### config.mk
export PLATFORM = sky130hd
export DESIGN_NAME = alu_issue_ctrl_flat
export DESIGN_NICKNAME = d
export VERILOG_FILES = /design/src/rtl/alu_issue_ctrl_if.sv /design/src/rtl/alu_issue_ctrl.sv /design/src/flat_wrapper.sv
export SDC_FILE = /design/constraint.sdc
export NUM_CORES = 1
export LEC_CHECK = 0
export BUFFER_PORTS_ARGS = -buffer_cell sky130_fd_sc_hd__clkbuf_2
export CAP_MARGIN = 20
export CORE_ASPECT_RATIO = 0.5
export CORE_MARGIN = 2
export CORE_UTILIZATION = 45
export DETAILED_ROUTE_END_ITERATION = 10
export PLACE_DENSITY_LB_ADDON = 0.25
export SYNTH_ARGS = -nofsm -noshare
export SYNTH_HDL_FRONTEND = slang
export SYNTH_SLANG_ARGS = --single-unit
### constraint.sdc
create_clock -name clk -period 7.01 [get_ports clk]
set_input_delay 1.402 -clock clk [delete_from_list [all_inputs] [get_ports clk]]
set_output_delay 1.402 -clock clk [all_outputs]
set_load 0.05 [all_outputs]
### src/rtl/alu_issue_ctrl_if.sv
// Instruction, register-file, ALU and completion signals between the issue controller
// (master) and the surrounding datapath (slave).
interface alu_issue_ctrl_if;
  logic        instr_valid;
  logic        instr_ready;
  logic [31:0] instr;
  logic [31:0] instr_pc;
  logic [4:0]  rs_addr;
  logic [4:0]  rt_addr;
  logic [31:0] rs_data;
  logic [31:0] rt_data;
  logic [5:0]  alu_opcode;
  logic [31:0] alu_s1;
  logic [31:0] alu_s2;
  logic [31:0] alu_res;
  logic        alu_zero;
  logic        alu_branch;
  logic        done;
  logic        wb_en;
  logic [4:0]  wb_addr;
  logic [31:0] wb_data;
  logic        mem_rd;
  logic        mem_wr;
  logic [31:0] mem_addr;
  logic [31:0] mem_wdata;
  logic        br_taken;
  logic [31:0] br_target;
  logic        illegal;
  logic        div0;

  modport master (
    input  instr_valid, instr, instr_pc, rs_data, rt_data, alu_res, alu_zero, alu_branch,
    output instr_ready, rs_addr, rt_addr, alu_opcode, alu_s1, alu_s2, done, wb_en, wb_addr,
           wb_data, mem_rd, mem_wr, mem_addr, mem_wdata, br_taken, br_target, illegal, div0
  );

  modport slave (
    output instr_valid, instr, instr_pc, rs_data, rt_data, alu_res, alu_zero, alu_branch,
    input  instr_ready, rs_addr, rt_addr, alu_opcode, alu_s1, alu_s2, done, wb_en, wb_addr,
           wb_data, mem_rd, mem_wr, mem_addr, mem_wdata, br_taken, br_target, illegal, div0
  );
endinterface

### src/rtl/alu_issue_ctrl.sv
// Multi-cycle MIPS issue controller: IDLE -> DECODE -> EXEC -> WAIT(ALU_LAT) -> CMPL.
// Optional macro ALU_CTRL_PERF_EN adds perf_instr / perf_br_taken counters.
module alu_issue_ctrl #(
  parameter int unsigned ALU_LAT = 1
) (
  input  logic              clk,
  input  logic              rst,
  alu_issue_ctrl_if.master  bus
`ifdef ALU_CTRL_PERF_EN
  ,
  output logic [31:0]       perf_instr,
  output logic [31:0]       perf_br_taken
`endif
);
  typedef enum logic [2:0] {S_IDLE, S_DECODE, S_EXEC, S_WAIT, S_CMPL} state_t;

  localparam logic [3:0] LAT_M1 = 4'(ALU_LAT - 1);

  state_t      r_state, w_state_nxt;
  logic [31:0] r_instr, r_pc, r_rs, r_rt;
  logic        r_div0;
  logic [3:0]  r_cnt;
  logic [5:0]  r_alu_opcode;
  logic [31:0] r_alu_s1, r_alu_s2;
  logic [4:0]  r_wb_addr;
  logic [31:0] r_wb_data, r_mem_addr, r_mem_wdata, r_br_target;

  logic [5:0]  w_op, w_funct, w_opcode;
  logic [4:0]  w_rs, w_rt, w_rd, w_shamt, w_wb_addr;
  logic [15:0] w_imm;
  logic [31:0] w_sext, w_zext, w_s1, w_s2, w_pc4, w_wb_data, w_br_target;
  logic        w_wr, w_illegal, w_is_lw, w_is_sw, w_is_beq, w_is_bne, w_is_jalr, w_is_div;
  logic        w_div0, w_done, w_br_taken;
  logic        w_unused_zero;

  assign w_op    = r_instr[31:26];
  assign w_rs    = r_instr[25:21];
  assign w_rt    = r_instr[20:16];
  assign w_rd    = r_instr[15:11];
  assign w_shamt = r_instr[10:6];
  assign w_funct = r_instr[5:0];
  assign w_imm   = r_instr[15:0];
  assign w_sext  = {{16{w_imm[15]}}, w_imm};
  assign w_zext  = {16'h0000, w_imm};
  assign w_pc4   = r_pc + 32'd4;
  assign w_unused_zero = bus.alu_zero;

  // NOTE: every always_comb output gets a default first so no path can infer a latch.
  always_comb begin
    w_opcode  = 6'h00;
    w_s1      = r_rs;
    w_s2      = r_rt;
    w_wb_addr = w_rd;
    w_wr      = 1'b0;
    w_illegal = 1'b0;
    w_is_lw   = 1'b0;
    w_is_sw   = 1'b0;
    w_is_beq  = 1'b0;
    w_is_bne  = 1'b0;
    w_is_jalr = 1'b0;
    w_is_div  = 1'b0;
    if (w_op == 6'h00) begin
      unique case (w_funct)
        6'h20: begin w_opcode = 6'h00; w_wr = 1'b1; end
        6'h22: begin w_opcode = 6'h01; w_wr = 1'b1; end
        6'h18:       w_opcode = 6'h02;
        6'h1A: begin w_opcode = 6'h03; w_is_div = 1'b1; end
        6'h2A: begin w_opcode = 6'h04; w_wr = 1'b1; end
        6'h00, 6'h02, 6'h03: begin
          w_opcode = (w_funct == 6'h00) ? 6'h05 : (w_funct == 6'h02) ? 6'h06 : 6'h07;
          w_s1 = r_rt;
          w_s2 = {27'd0, w_shamt};
          w_wr = 1'b1;
        end
        6'h24: begin w_opcode = 6'h08; w_wr = 1'b1; end
        6'h25: begin w_opcode = 6'h09; w_wr = 1'b1; end
        6'h26: begin w_opcode = 6'h0A; w_wr = 1'b1; end
        6'h27: begin w_opcode = 6'h0B; w_wr = 1'b1; end
        6'h10: begin w_opcode = 6'h18; w_wr = 1'b1; end
        6'h12: begin w_opcode = 6'h19; w_wr = 1'b1; end
        6'h09: begin w_opcode = 6'h10; w_wr = 1'b1; w_is_jalr = 1'b1; end
        default: w_illegal = 1'b1;
      endcase
    end else begin
      w_wb_addr = w_rt;
      unique case (w_op)
        6'h08: begin w_opcode = 6'h00; w_s2 = w_sext; w_wr = 1'b1; end
        6'h0A: begin w_opcode = 6'h04; w_s2 = w_sext; w_wr = 1'b1; end
        6'h0C: begin w_opcode = 6'h08; w_s2 = w_zext; w_wr = 1'b1; end
        6'h0D: begin w_opcode = 6'h09; w_s2 = w_zext; w_wr = 1'b1; end
        6'h0E: begin w_opcode = 6'h0A; w_s2 = w_zext; w_wr = 1'b1; end
        6'h0F: begin w_opcode = 6'h0C; w_s2 = w_zext; w_wr = 1'b1; end
        6'h23: begin w_opcode = 6'h1B; w_s2 = w_sext; w_is_lw = 1'b1; end
        6'h2B: begin w_opcode = 6'h1C; w_s2 = w_sext; w_is_sw = 1'b1; end
        6'h04: begin w_opcode = 6'h11; w_is_beq = 1'b1; end
        6'h05: begin w_opcode = 6'h11; w_is_bne = 1'b1; end
        default: w_illegal = 1'b1;
      endcase
    end
  end

  // rt_data is only valid in DECODE, so the divide-by-zero test reads the live port.
  assign w_div0 = w_is_div && (bus.rt_data == 32'd0);

  always_comb begin
    w_state_nxt = r_state;
    unique case (r_state)
      S_IDLE:   if (bus.instr_valid) w_state_nxt = S_DECODE;
      S_DECODE: w_state_nxt = (w_illegal || w_div0) ? S_CMPL : S_EXEC;
      S_EXEC:   w_state_nxt = S_WAIT;
      S_WAIT:   if (r_cnt == LAT_M1) w_state_nxt = S_CMPL;
      S_CMPL:   w_state_nxt = S_IDLE;
      default:  w_state_nxt = S_IDLE;
    endcase
  end

  // NOTE: sequential state uses non-blocking assignments so all registers update together.
  always_ff @(posedge clk) begin
    if (rst) begin
      r_state      <= S_IDLE;
      r_instr      <= '0;
      r_pc         <= '0;
      r_rs         <= '0;
      r_rt         <= '0;
      r_div0       <= 1'b0;
      r_cnt        <= '0;
      r_alu_opcode <= '0;
      r_alu_s1     <= '0;
      r_alu_s2     <= '0;
      r_wb_addr    <= '0;
      r_wb_data    <= '0;
      r_mem_addr   <= '0;
      r_mem_wdata  <= '0;
      r_br_target  <= '0;
    end else begin
      r_state <= w_state_nxt;
      unique case (r_state)
        S_IDLE: if (bus.instr_valid) begin
          r_instr <= bus.instr;
          r_pc    <= bus.instr_pc;
        end
        S_DECODE: begin
          r_rs   <= bus.rs_data;
          r_rt   <= bus.rt_data;
          r_div0 <= w_div0;
        end
        S_EXEC: begin
          r_alu_opcode <= w_opcode;
          r_alu_s1     <= w_s1;
          r_alu_s2     <= w_s2;
          r_cnt        <= '0;
        end
        S_WAIT: r_cnt <= r_cnt + 4'd1;
        S_CMPL: begin
          r_wb_addr   <= w_wb_addr;
          r_wb_data   <= w_wb_data;
          r_mem_addr  <= bus.alu_res;
          r_mem_wdata <= r_rt;
          r_br_target <= w_br_target;
        end
        default: ;
      endcase
    end
  end

  // Results are shown live during CMPL and held in registers afterwards.
  assign w_done      = (r_state == S_CMPL);
  assign w_wb_data   = w_is_jalr ? w_pc4 : bus.alu_res;
  assign w_br_target = w_is_jalr ? bus.alu_res : w_pc4 + {{14{w_imm[15]}}, w_imm, 2'b00};
  assign w_br_taken  = (w_is_beq && bus.alu_branch) || (w_is_bne && !bus.alu_branch) || w_is_jalr;

  assign bus.instr_ready = (r_state == S_IDLE);
  assign bus.rs_addr     = w_rs;
  assign bus.rt_addr     = w_rt;
  assign bus.alu_opcode  = r_alu_opcode;
  assign bus.alu_s1      = r_alu_s1;
  assign bus.alu_s2      = r_alu_s2;
  assign bus.done        = w_done;
  assign bus.wb_en       = w_done && w_wr && (w_wb_addr != 5'd0);
  assign bus.mem_rd      = w_done && w_is_lw;
  assign bus.mem_wr      = w_done && w_is_sw;
  assign bus.br_taken    = w_done && w_br_taken;
  assign bus.illegal     = w_done && w_illegal;
  assign bus.div0        = w_done && r_div0;
  assign bus.wb_addr     = w_done ? w_wb_addr   : r_wb_addr;
  assign bus.wb_data     = w_done ? w_wb_data   : r_wb_data;
  assign bus.mem_addr    = w_done ? bus.alu_res : r_mem_addr;
  assign bus.mem_wdata   = w_done ? r_rt        : r_mem_wdata;
  assign bus.br_target   = w_done ? w_br_target : r_br_target;

`ifdef ALU_CTRL_PERF_EN
  logic [31:0] r_perf_instr, r_perf_br_taken;

  always_ff @(posedge clk) begin
    if (rst) begin
      r_perf_instr    <= '0;
      r_perf_br_taken <= '0;
    end else if (w_done) begin
      r_perf_instr <= r_perf_instr + 32'd1;
      if (w_br_taken) r_perf_br_taken <= r_perf_br_taken + 32'd1;
    end
  end

  assign perf_instr    = r_perf_instr;
  assign perf_br_taken = r_perf_br_taken;
`endif
endmodule

### src/flat_wrapper.sv
// flat-port wrapper written by rule: the top's interface ports become plain ports
module alu_issue_ctrl_flat 
#(
  parameter int unsigned ALU_LAT = 1
)
  (clk, rst, bus_instr_valid, bus_instr, bus_instr_pc, bus_rs_data, bus_rt_data, bus_alu_res, bus_alu_zero, bus_alu_branch, bus_instr_ready, bus_rs_addr, bus_rt_addr, bus_alu_opcode, bus_alu_s1, bus_alu_s2, bus_done, bus_wb_en, bus_wb_addr, bus_wb_data, bus_mem_rd, bus_mem_wr, bus_mem_addr, bus_mem_wdata, bus_br_taken, bus_br_target, bus_illegal, bus_div0);
  alu_issue_ctrl_if bus_i ();
  input  logic clk;
  input  logic rst;
  input wire logic [$bits(bus_i.instr_valid)-1:0] bus_instr_valid;
  input wire logic [$bits(bus_i.instr)-1:0] bus_instr;
  input wire logic [$bits(bus_i.instr_pc)-1:0] bus_instr_pc;
  input wire logic [$bits(bus_i.rs_data)-1:0] bus_rs_data;
  input wire logic [$bits(bus_i.rt_data)-1:0] bus_rt_data;
  input wire logic [$bits(bus_i.alu_res)-1:0] bus_alu_res;
  input wire logic [$bits(bus_i.alu_zero)-1:0] bus_alu_zero;
  input wire logic [$bits(bus_i.alu_branch)-1:0] bus_alu_branch;
  output wire logic [$bits(bus_i.instr_ready)-1:0] bus_instr_ready;
  output wire logic [$bits(bus_i.rs_addr)-1:0] bus_rs_addr;
  output wire logic [$bits(bus_i.rt_addr)-1:0] bus_rt_addr;
  output wire logic [$bits(bus_i.alu_opcode)-1:0] bus_alu_opcode;
  output wire logic [$bits(bus_i.alu_s1)-1:0] bus_alu_s1;
  output wire logic [$bits(bus_i.alu_s2)-1:0] bus_alu_s2;
  output wire logic [$bits(bus_i.done)-1:0] bus_done;
  output wire logic [$bits(bus_i.wb_en)-1:0] bus_wb_en;
  output wire logic [$bits(bus_i.wb_addr)-1:0] bus_wb_addr;
  output wire logic [$bits(bus_i.wb_data)-1:0] bus_wb_data;
  output wire logic [$bits(bus_i.mem_rd)-1:0] bus_mem_rd;
  output wire logic [$bits(bus_i.mem_wr)-1:0] bus_mem_wr;
  output wire logic [$bits(bus_i.mem_addr)-1:0] bus_mem_addr;
  output wire logic [$bits(bus_i.mem_wdata)-1:0] bus_mem_wdata;
  output wire logic [$bits(bus_i.br_taken)-1:0] bus_br_taken;
  output wire logic [$bits(bus_i.br_target)-1:0] bus_br_target;
  output wire logic [$bits(bus_i.illegal)-1:0] bus_illegal;
  output wire logic [$bits(bus_i.div0)-1:0] bus_div0;
  assign bus_i.instr_valid = bus_instr_valid;
  assign bus_i.instr = bus_instr;
  assign bus_i.instr_pc = bus_instr_pc;
  assign bus_i.rs_data = bus_rs_data;
  assign bus_i.rt_data = bus_rt_data;
  assign bus_i.alu_res = bus_alu_res;
  assign bus_i.alu_zero = bus_alu_zero;
  assign bus_i.alu_branch = bus_alu_branch;
  assign bus_instr_ready = bus_i.instr_ready;
  assign bus_rs_addr = bus_i.rs_addr;
  assign bus_rt_addr = bus_i.rt_addr;
  assign bus_alu_opcode = bus_i.alu_opcode;
  assign bus_alu_s1 = bus_i.alu_s1;
  assign bus_alu_s2 = bus_i.alu_s2;
  assign bus_done = bus_i.done;
  assign bus_wb_en = bus_i.wb_en;
  assign bus_wb_addr = bus_i.wb_addr;
  assign bus_wb_data = bus_i.wb_data;
  assign bus_mem_rd = bus_i.mem_rd;
  assign bus_mem_wr = bus_i.mem_wr;
  assign bus_mem_addr = bus_i.mem_addr;
  assign bus_mem_wdata = bus_i.mem_wdata;
  assign bus_br_taken = bus_i.br_taken;
  assign bus_br_target = bus_i.br_target;
  assign bus_illegal = bus_i.illegal;
  assign bus_div0 = bus_i.div0;
  alu_issue_ctrl #(.ALU_LAT(ALU_LAT)) u_core (.clk(clk), .rst(rst), .bus(bus_i));
endmodule
---- Word level (Yosys, flattened, before mapping) ----
Cells that the tools add are included.
cells by class
  reductions and logical operators ........ 31
  bitwise gates (word level) .............. 0
  multiply operators ...................... 0
  shift operators ......................... 0
  equal/unequal tests ..................... 30
  order comparisons ....................... 0
  muxes and demuxes ....................... 41
  add/subtract/negate cells ............... 3
  divide/modulo/power cells ............... 0
operators with widths
  operator                                             count
  2-to-1 mux 32 bit                                    10
  case mux 6 bit (12 select lines)                     1
  case mux 32 bit (2 select lines)                     1
  equality test 6 bit, second input constant           9
  equality test 6 x 4 -> 1 bit, second input constant  7
  case mux 5 bit (8 select lines)                      1
  adder 32 x 3 -> 32 bit, second input constant        1
  adder 32 bit                                         1
  zero test 32 bit                                     1
  equality test 6 x 5 -> 1 bit, second input constant  4
  2-to-1 mux 1 bit                                     19
  OR reduction 15 bit                                  1
  OR reduction 13 bit                                  1
  equality test 6 x 2 -> 1 bit, second input constant  2
  equality test 6 x 3 -> 1 bit, second input constant  2
  zero test 6 bit                                      2
  2-to-1 mux 6 bit                                     2
  case mux 3 bit (4 select lines)                      1
  logical AND 1 bit                                    10
  2-to-1 mux 5 bit                                     2
  OR reduction 10 bit                                  1
  2-to-1 mux 3 bit                                     3
  case mux 4 bit (2 select lines)                      1
  OR reduction 4 bit                                   2
  other kinds (16)                                     20
storage, ports and cells
  memory bits (read-only) ................. 0
  memories ................................ 0
  output and inout port bits .............. 221
  bits in latches ......................... 0
  word-level logic and storage cells ...... 120
  input bits .............................. 165
  RAM bits ................................ 0
  flip-flop bits (word level) ............. 339

---- Logic depth before layout (Yosys ltp) ----
Gate-level depths: netlist of the first run.
  depth after elaboration ................. 7
  gate-level depth with buffers ........... 16

---- Least setup slack after synthesis of the first run ----
No wires, ideal clock.
  kind .................................... flip-flop to output port
  start ................................... reg u_core.r_pc[4]
  end ..................................... out bus_br_target[29]
  arrival ................................. 3.746 ns
  cell stages (with the launch flop) ...... 16
  path slack .............................. 1.862 ns
  required time ........................... 5.608 ns
  cells stage by stage .................... dfxtp_1 -> and4_1 -> buf_4 -> nand4_1 -> nor2_1 -> xor2_1 -> ha_1 -> buf_2 -> a21o_1 -> nor2b_1 -> or3b_1 -> nor2_1 -> a21oi_1 -> nand4_1 -> mux2i_1 -> nor3_1
on the way
  longest elaborated chain between the ends .. 4
RTL lines
  item                      line                   text
  start: declaration        alu_issue_ctrl.sv:20   logic [31:0] r_instr, r_pc, r_rs, r_rt;
  start signal: assignment  alu_issue_ctrl.sv:140  r_pc <= bus.instr_pc;
  adder 32 x 3 -> 32 bit    alu_issue_ctrl.sv:45   assign w_pc4 = r_pc + 32'd4;
  adder 32 bit              alu_issue_ctrl.sv:169  assign w_br_target = w_is_jalr ? bus.alu_res : w_pc4 + {{14{w_imm[15]}}, w_imm, 2'b00};
  2-to-1 mux 32 bit         alu_issue_ctrl.sv:169
  2-to-1 mux 32 bit         alu_issue_ctrl.sv:189  assign bus.br_target = w_done ? w_br_target : r_br_target;
  end: declaration          flat_wrapper.sv:33     output wire logic [$bits(bus_i.br_target)-1:0] bus_br_target;
No other way between the ends.

---- Worst setup path in the final report of the first run ----
  start ................................... reg u_core.r_pc[4]
  end ..................................... out bus_br_target[26]
The elaborated chain is that of the path after synthesis.

==> results of run 1 <==
## Yosys cell counts, types with 3 or more instances
master    instances
nor2_2            3
buf_1             8
or4_1             6
a211oi_1          7
o21ai_1          10
o22a_1            4
a22oi_1           7
and3_1            6
a311oi_1         36
nor4_1           10
nand4_1          17
o31ai_1           8
xnor2_1          31
and2_1            7
nor3_1           57
xor2_1           16
o21ai_0          60
buf_4            15
clkbuf_1        108
inv_1            12
nand2b_1          8
o22ai_1           3
nand3_1          25
ha_1             39
mux2i_1          31
buf_2            27
dfxtp_1         338
or3_1             6
a21o_1           13
a31oi_1          16
nor2b_1          63
nor2_1          167
and4_1            5
o211ai_1          8
a221oi_1         12
nand2_1         642
a21oi_1         274
o21a_1            8
## how the worst max path moves through the flow
stage	startpoint	to	slack, ns	cells after the start
finish	u_core.r_pc[4]$_SDFFE_PP0P_	bus_br_target[26]	1.13	15
global route	u_core.r_pc[4]$_SDFFE_PP0P_	bus_br_target[26]	0.69	15
CTS	u_core.r_pc[4]$_SDFFE_PP0P_	bus_br_target[26]	1.10	15
detailed placement	u_core.r_pc[4]$_SDFFE_PP0P_	bus_br_target[26]	1.77	15
global placement	u_core.r_pc[4]$_SDFFE_PP0P_	bus_br_target[26]	1.70	15
floorplan	u_core.r_pc[4]$_SDFFE_PP0P_	bus_br_target[29]	1.86	15
## kinds of logic after synthesis
| family | after synthesis |
|---|---|
| xor gates and xnor gates | 49 |
| DFF | 338 |
| adders and majority gates | 40 |
| buffers and inverters | 171 |
| other | 1 |
| muxes | 31 |
| AOI/OAI and AO/OA | 496 |
| and+or+nand+nor | 1036 |
## placed cells by master (no fill, tap or decap), drive strengths merged, types with 7 or more instances in the layout
cell    instances
a21o           13
nor2          170
and2            7
o21a            8
inv            13
nor2b          63
dfxtp         338
ha             39
xor2           16
buf            19
a311oi         36
a21oi         274
a211oi          9
o31ai          11
nand2b          8
nand4          19
mux2i          31
a22oi           7
nand2         643
o21ai          71
o211ai          8
nand3          25
nor3           57
nor4           12
xnor2          33
a31oi          16
a221oi         12
clkbuf        426
## stage by stage
stage	setup slack (ns)	power (mW)	cell area [µm²]
after detailed placement	1.767	3.337	18220
after global placement	1.698	3.326	18220
final	1.134	5.022	19240
after CTS	1.104	5.056	19230
after global routing	0.6928	5.245	19240
after floorplan	1.862	3.000	16190
## per-layer routing
metal  GRT usage [%]  wire length (µm)
met1           33.30             21740
met2           46.79             25300
met3           3.926              2499
met4           10.38              2094
met5               0                 0
## final cells by class
cell class | instances | area (µm²) | area share [%]
well taps | 484 | 605.6 | 3.148
inverters | 13 | 50.05 | 0.2602
clock inverters | 10 | 122.6 | 0.6374
multi-input cells | 1653 | 8726 | 45.36
clock buffers | 44 | 884.6 | 4.598
diodes | 3 | 7.507 | 0.03902
flip-flops and latches | 338 | 6766 | 35.17
repair buffers | 401 | 2074 | 10.78
## where the power goes
| group | internal, mW | total, mW | switching, mW |
|---|---|---|---|
| sequential | 2.04 | 2.15 | 0.112 |
| combinational | 0.311 | 1.14 | 0.831 |
| clock | 0.951 | 1.73 | 0.777 |
| total | 3.30 | 5.02 | 1.72 |
## critical path, cell delays in order, from the launching register on
cell,delay [ns]
dfxtp_1,0.43
and4_1,0.35
nand2_1,0.20
nor2_2,0.27
nand3_1,0.14
xnor2_1,0.29
ha_1,0.31
a21oi_1,0.17
a21boi_0,0.30
o221ai_1,0.21
a211oi_2,0.38
nor2_1,0.11
mux2i_1,0.14
a211oi_1,0.28
a21oi_1,0.07
clkbuf_2,0.25
==> flow_summary_export.csv, run 1 <==
group,metric,value,unit
status,outcome,"finished, final reports clean",
sta,hold_viol,0,
synthesis,synth_top_area_cell,"dfxtp_1",
run,max-cap-violations,0,
floorplanning,io_pins,386,
power_and_ir_drop,worst_ir_drop_vdd,0.1734,mV
clocking,cts_sinks,338,
min_path,worstHoldStart,"u_core.r_div0$_SDFFE_PP0N_",
min_path,hold_path.class,"register to register",
floorplanning,die_height,138.1,µm
clocking,cts_setup_buffers,0,
synthesis,synthAdderAreaFrac,3.139,%
global_routing,gr-total-overflow,0,
synthesis,netlist_top_cells_area,"dfxtp_1, nand2_1, a21oi_1",
sta,slew_violations,0,
setup_path,crit_type,"register to output pin",
floorplanning,core_area,0.03568,mm²
placed_design,placed_cells,2889,
setup_path,critPathRequiredTime,5.61,ns
routing,dr.pass1.iters,5,
synthesis,synth_top_family_by_area,"simple AND/OR/NAND/NOR gates",
synthesis,synth-seq-area-share,41.81,%
sta,clock_skew,0.01261,ns
setup_path,r2r-start,"u_core.r_pc[4]$_SDFFE_PP0P_",
finish,fin_util,53.91,%
setup_path,r2r_end,"u_core.r_br_target[30]$_SDFF_PP0_",
clocking,cts_tree,"built",
sta,fmaxAchievable,170.2,MHz
power_and_ir_drop,powerDensity,261.0,mW/mm²
clocking,cts_root_buffer,"clkbuf_16",
placed_design,dp_hpwl,36270,µm
clocking,htreeDepth,1,
finish,fin_nets,2643,
sta,period_minus_slack,5.876,ns
finish,fill_cells,3570,
routing,via_per_inst,5.336,
clocking,clock_tree.buffer_depth,3,
routing,postRouteAntennaNets,0,
setup_path,end_kind,"output pin",
synthesis,synth_compound_area_share,18.40,%
placed_design,portBuffers,383,
synthesis,ys_seq_elements,338,
floorplanning,die_x,272.2,µm
synthesis,yosys.area_share.simple,27.45,%
sta,finalSetupTns,0,ns
synthesis,synth_cell_type_count,77,
routing,wl,51630,µm
finish,stdcell_count,2946,
synthesis,synthXorXnorAreaFrac,2.744,%
global_routing,grt_antenna_before_repair,3,
synthesis,synthMuxAreaShare,1.917,%
min_path,hold_depth,2,
setup_path,startpoint_type,"register",
setup_path,cp_max_fo,7,
global_routing,grt_pass1_vias,14680,
synthesis,synth_top_cell_area_share,41.81,%
synthesis,synth_edf_count,0,
clocking,cts_made_buffers,31,
routing,first_iter_violations,1133,
clocking,cts_hold_buf,0,
clocking,ctsResizeCount,0,
synthesis,synth_area,0.01619,mm²
power_and_ir_drop,p_leak,8.180,nW
sta,setup_violations,0,
setup_path,r2r_slack,3.19,ns
clocking,clkLatencyLatePin,0.60,ns
routing,drc,0,
global_routing,grt_start_max_net_pins,169,
global_routing,grt_pass1_wl,81190,µm
finish,drive_gt1_share,19.32,%
clocking,clk_transition_reported_paths,0.07,ns
sta,rsz0062_at_grt,"false",
synthesis,synth_area_per_cell,7.486,µm²
floorplanning,num_rows,49,
finish,area_delta_synth_final,18.85,%
min_path,hold_end,"u_core.r_div0$_SDFFE_PP0N_",
synthesis,syn_nets,2367,
global_routing,grt_usage,26.77,%
setup_path,reg2reg_depth,14,
synthesis,synthArstFlopShare,0,%
floorplanning,start_util,45.36,%
placed_design,place.gp.congestion,0.8895,
routing,wl_per_cell,17.53,µm
sta,holdWs,0.4514,ns
routing,vias,15720,
synthesis,yosys_most_used_dff,"dfxtp_1",
sta,worst_pin_slew,1.068,ns
synthesis,syn-instance-count,2162,
synthesis,yosysWarnings,0,
sta,slew_headroom,28.78,%
floorplanning,die_area,0.03759,mm²
sta,min_period_over_period,83.82,%
setup_path,critPathArrivalTime,4.47,ns
Power figures use the tool's default switching activity.
==> run 2: changes to the inputs <==
==> constraint.sdc (replaced) <==
create_clock -name clk -period 5.4 [get_ports clk]
set_input_delay 1.08 -clock clk [delete_from_list [all_inputs] [get_ports clk]]
set_output_delay 1.08 -clock clk [all_outputs]
set_load 0.05 [all_outputs]
==> run 2 against run 1 <==
Against the previous run: register-to-register slack worse by 1.2 ns; non-clock buffer count up 8; setup slack worse by 0.89 ns; design area up 1.5%; clock power up 34%; routed wire length up 0.53%; sequential share of layout area down 0.46 points; critical endpoint unchanged; highest routed layer unchanged.
==> flow_summary_export.csv, run 2 (synthesis gave the netlist of run 1 again) <==
group,metric,value,unit
routing,postRouteAntennaNets,0,
setup_path,cp_slowest_stage_delay,0.41,ns
clocking,clk_transition_reported_paths,0.07,ns
routing,dr.pass1.iters,6,
global_routing,gr-total-overflow,0,
setup_path,crit_family,"simple AND/OR/NAND/NOR gates",
min_path,hold_depth,2,
global_routing,grt_pass1_wl,81410,µm
finish,fill_cells,3565,
floorplanning,start_util,45.36,%
sta,fmaxAchievable,193.8,MHz
routing,wl,51910,µm
placed_design,portBuffers,383,
sta,holdWs,0.4515,ns
sta,clock_skew,0.02205,ns
finish,fin_util,54.70,%
routing,first_iter_violations,1050,
sta,min_period_over_period,95.56,%
floorplanning,io_pins,386,
clocking,cts_sinks,338,
finish,stdcell_count,2954,
finish,drive_gt1_share,20.87,%
floorplanning,die_x,272.2,µm
sta,slew_headroom,26.52,%
finish,area_delta_synth_final,20.59,%
setup_path,crit_chain,"and4_4, nand2_2, nor2_4, nand4_1, xnor2_2, ha_1, nand4_1, or3_1, nor3_1, a211oi_2, buf_4, nor2_1, mux2i_1, a211oi_1, a21oi_1, buf_4",
power_and_ir_drop,p_leak,8.314,nW
sta,worst_pin_slew,1.102,ns
power_and_ir_drop,powerDensity,339.0,mW/mm²
floorplanning,core_area,0.03568,mm²
routing,wl_per_cell,17.57,µm
placed_design,placed_cells,2892,
clocking,cts_hold_buf,0,
sta,period_minus_slack,5.160,ns
routing,vias,15940,
clocking,cts_tree,"built",
run,max-cap-violations,0,
clocking,htreeDepth,1,
clocking,cts_root_buffer,"clkbuf_16",
sta,hold_viol,0,
floorplanning,die_height,138.1,µm
routing,drc,0,
sta,setup_violations,0,
power_and_ir_drop,worst_ir_drop_vdd,0.2565,mV
setup_path,critPathRequiredTime,4.32,ns
clocking,clock_tree.buffer_depth,3,
global_routing,grt_usage,26.83,%
sta,rsz0062_at_grt,"true",
clocking,clkLatencyLatePin,0.60,ns
placed_design,dp_hpwl,36490,µm
floorplanning,die_area,0.03759,mm²
setup_path,reg2reg_depth,15,
setup_path,cp.buffers_inverters,2,
setup_path,cp_slowest_cell,"or3_1",
global_routing,grt_pass1_vias,14830,
routing,via_per_inst,5.396,
finish,final_common_cell,"nand2_1",
placed_design,place.gp.congestion,0.9112,
sta,slew_violations,0,
global_routing,grt_start_max_net_pins,165,
finish,layout_common_cells,"nand2_1, clkbuf_2, dfxtp_1",
finish,fin_nets,2651,
setup_path,end_kind,"output pin",
setup_path,cp_max_fo,7,
setup_path,crit_type,"register to output pin",
setup_path,startpoint_type,"register",
clocking,cts_made_buffers,31,
status,outcome,"finished, final reports clean",
min_path,hold_path.class,"register to register",
global_routing,grt_antenna_before_repair,2,
setup_path,critPathArrivalTime,4.08,ns
setup_path,worst-path-stages,16,
floorplanning,num_rows,49,
[run 2: cell types whose count changed in the layout (fill, tap and decap cells not counted), moves of 4 or more]
cell	before	now
ha_1	39	35
dfxtp_2	0	7
clkbuf_2	382	376
xnor2_2	2	8
xnor2_1	31	25
dfxtp_1	338	331
clkbuf_8	6	11
buf_4	17	24
[run 2: metrics by stage]
| stage | TNS, ns | setup slack [ns] | area [µm²] | total power, mW |
|---|---|---|---|---|
| after detailed placement | 0 | 0.4709 | 18270 | 4.339 |
| after global routing | -0.05816 | -0.05816 | 19520 | 6.901 |
| after CTS | 0 | 0.008974 | 19410 | 6.656 |
| after global placement | 0 | 0.4583 | 18260 | 4.322 |
| final | 0 | 0.2396 | 19520 | 6.616 |
| after floorplan | 0 | 0.5740 | 16190 | 3.894 |
[run 2: final cells by class]
class                      instances  area [µm²]  area share (%)
antenna                            2       5.005         0.02564
clock buffer                      47       945.9           4.846
clock inverter                     8       110.1          0.5641
inverter                          13       50.05          0.2564
multi-input combinational       1653        8852           45.36
sequential                       338        6775           34.71
tap                              484       605.6           3.103
timing repair buffer             409        2173           11.14
[run 2: tightest hold or removal path, delay by kind of cell, from the launching register on]
family             cells  cell delay, ns
DFF                    1            0.31
and+or+nand+nor        1            0.05
AOI/OAI and AO/OA      1            0.05
[run 2: what timing repair did]
action	4_1_cts	5_1_grt
cloned	0	0
setup buffers	2	3
resized for setup	15	29
pin swaps	1	3
setup endpoints to repair	7	10
[run 2: per-layer routing]
metal	wire length (µm)	vias up	part of all wire [%]	global-route usage, %
li1	-	7944	-	-
met5	0	-	0	0
met4	2277	0	4.4	10.99
met3	2325	111	4.5	3.769
met1	22000	7459	42	33.39
met2	25310	425	49	46.77
[run 2: where the power goes]
part           leakage [nW]  internal (mW)  switching (mW)
Combinational          5.05          0.420            1.09
Sequential             2.75           2.65           0.146
Clock                 0.517           1.30            1.01
[run 2: path summary, 6_finish.rpt]
kind,start,end,slack [ns]
worst max register to register,u_core.r_pc[4]$_SDFFE_PP0P_,u_core.r_br_target[30]$_SDFF_PP0_,1.97
worst min-delay path,u_core.bus.alu_s2[2]$_SDFFE_PP0N_,u_core.bus.alu_s2[2]$_SDFFE_PP0N_,0.45
worst max-delay path,u_core.r_pc[4]$_SDFFE_PP0P_,bus_br_target[26],0.24
worst min register to register,u_core.bus.alu_s2[2]$_SDFFE_PP0N_,u_core.bus.alu_s2[2]$_SDFFE_PP0N_,0.45
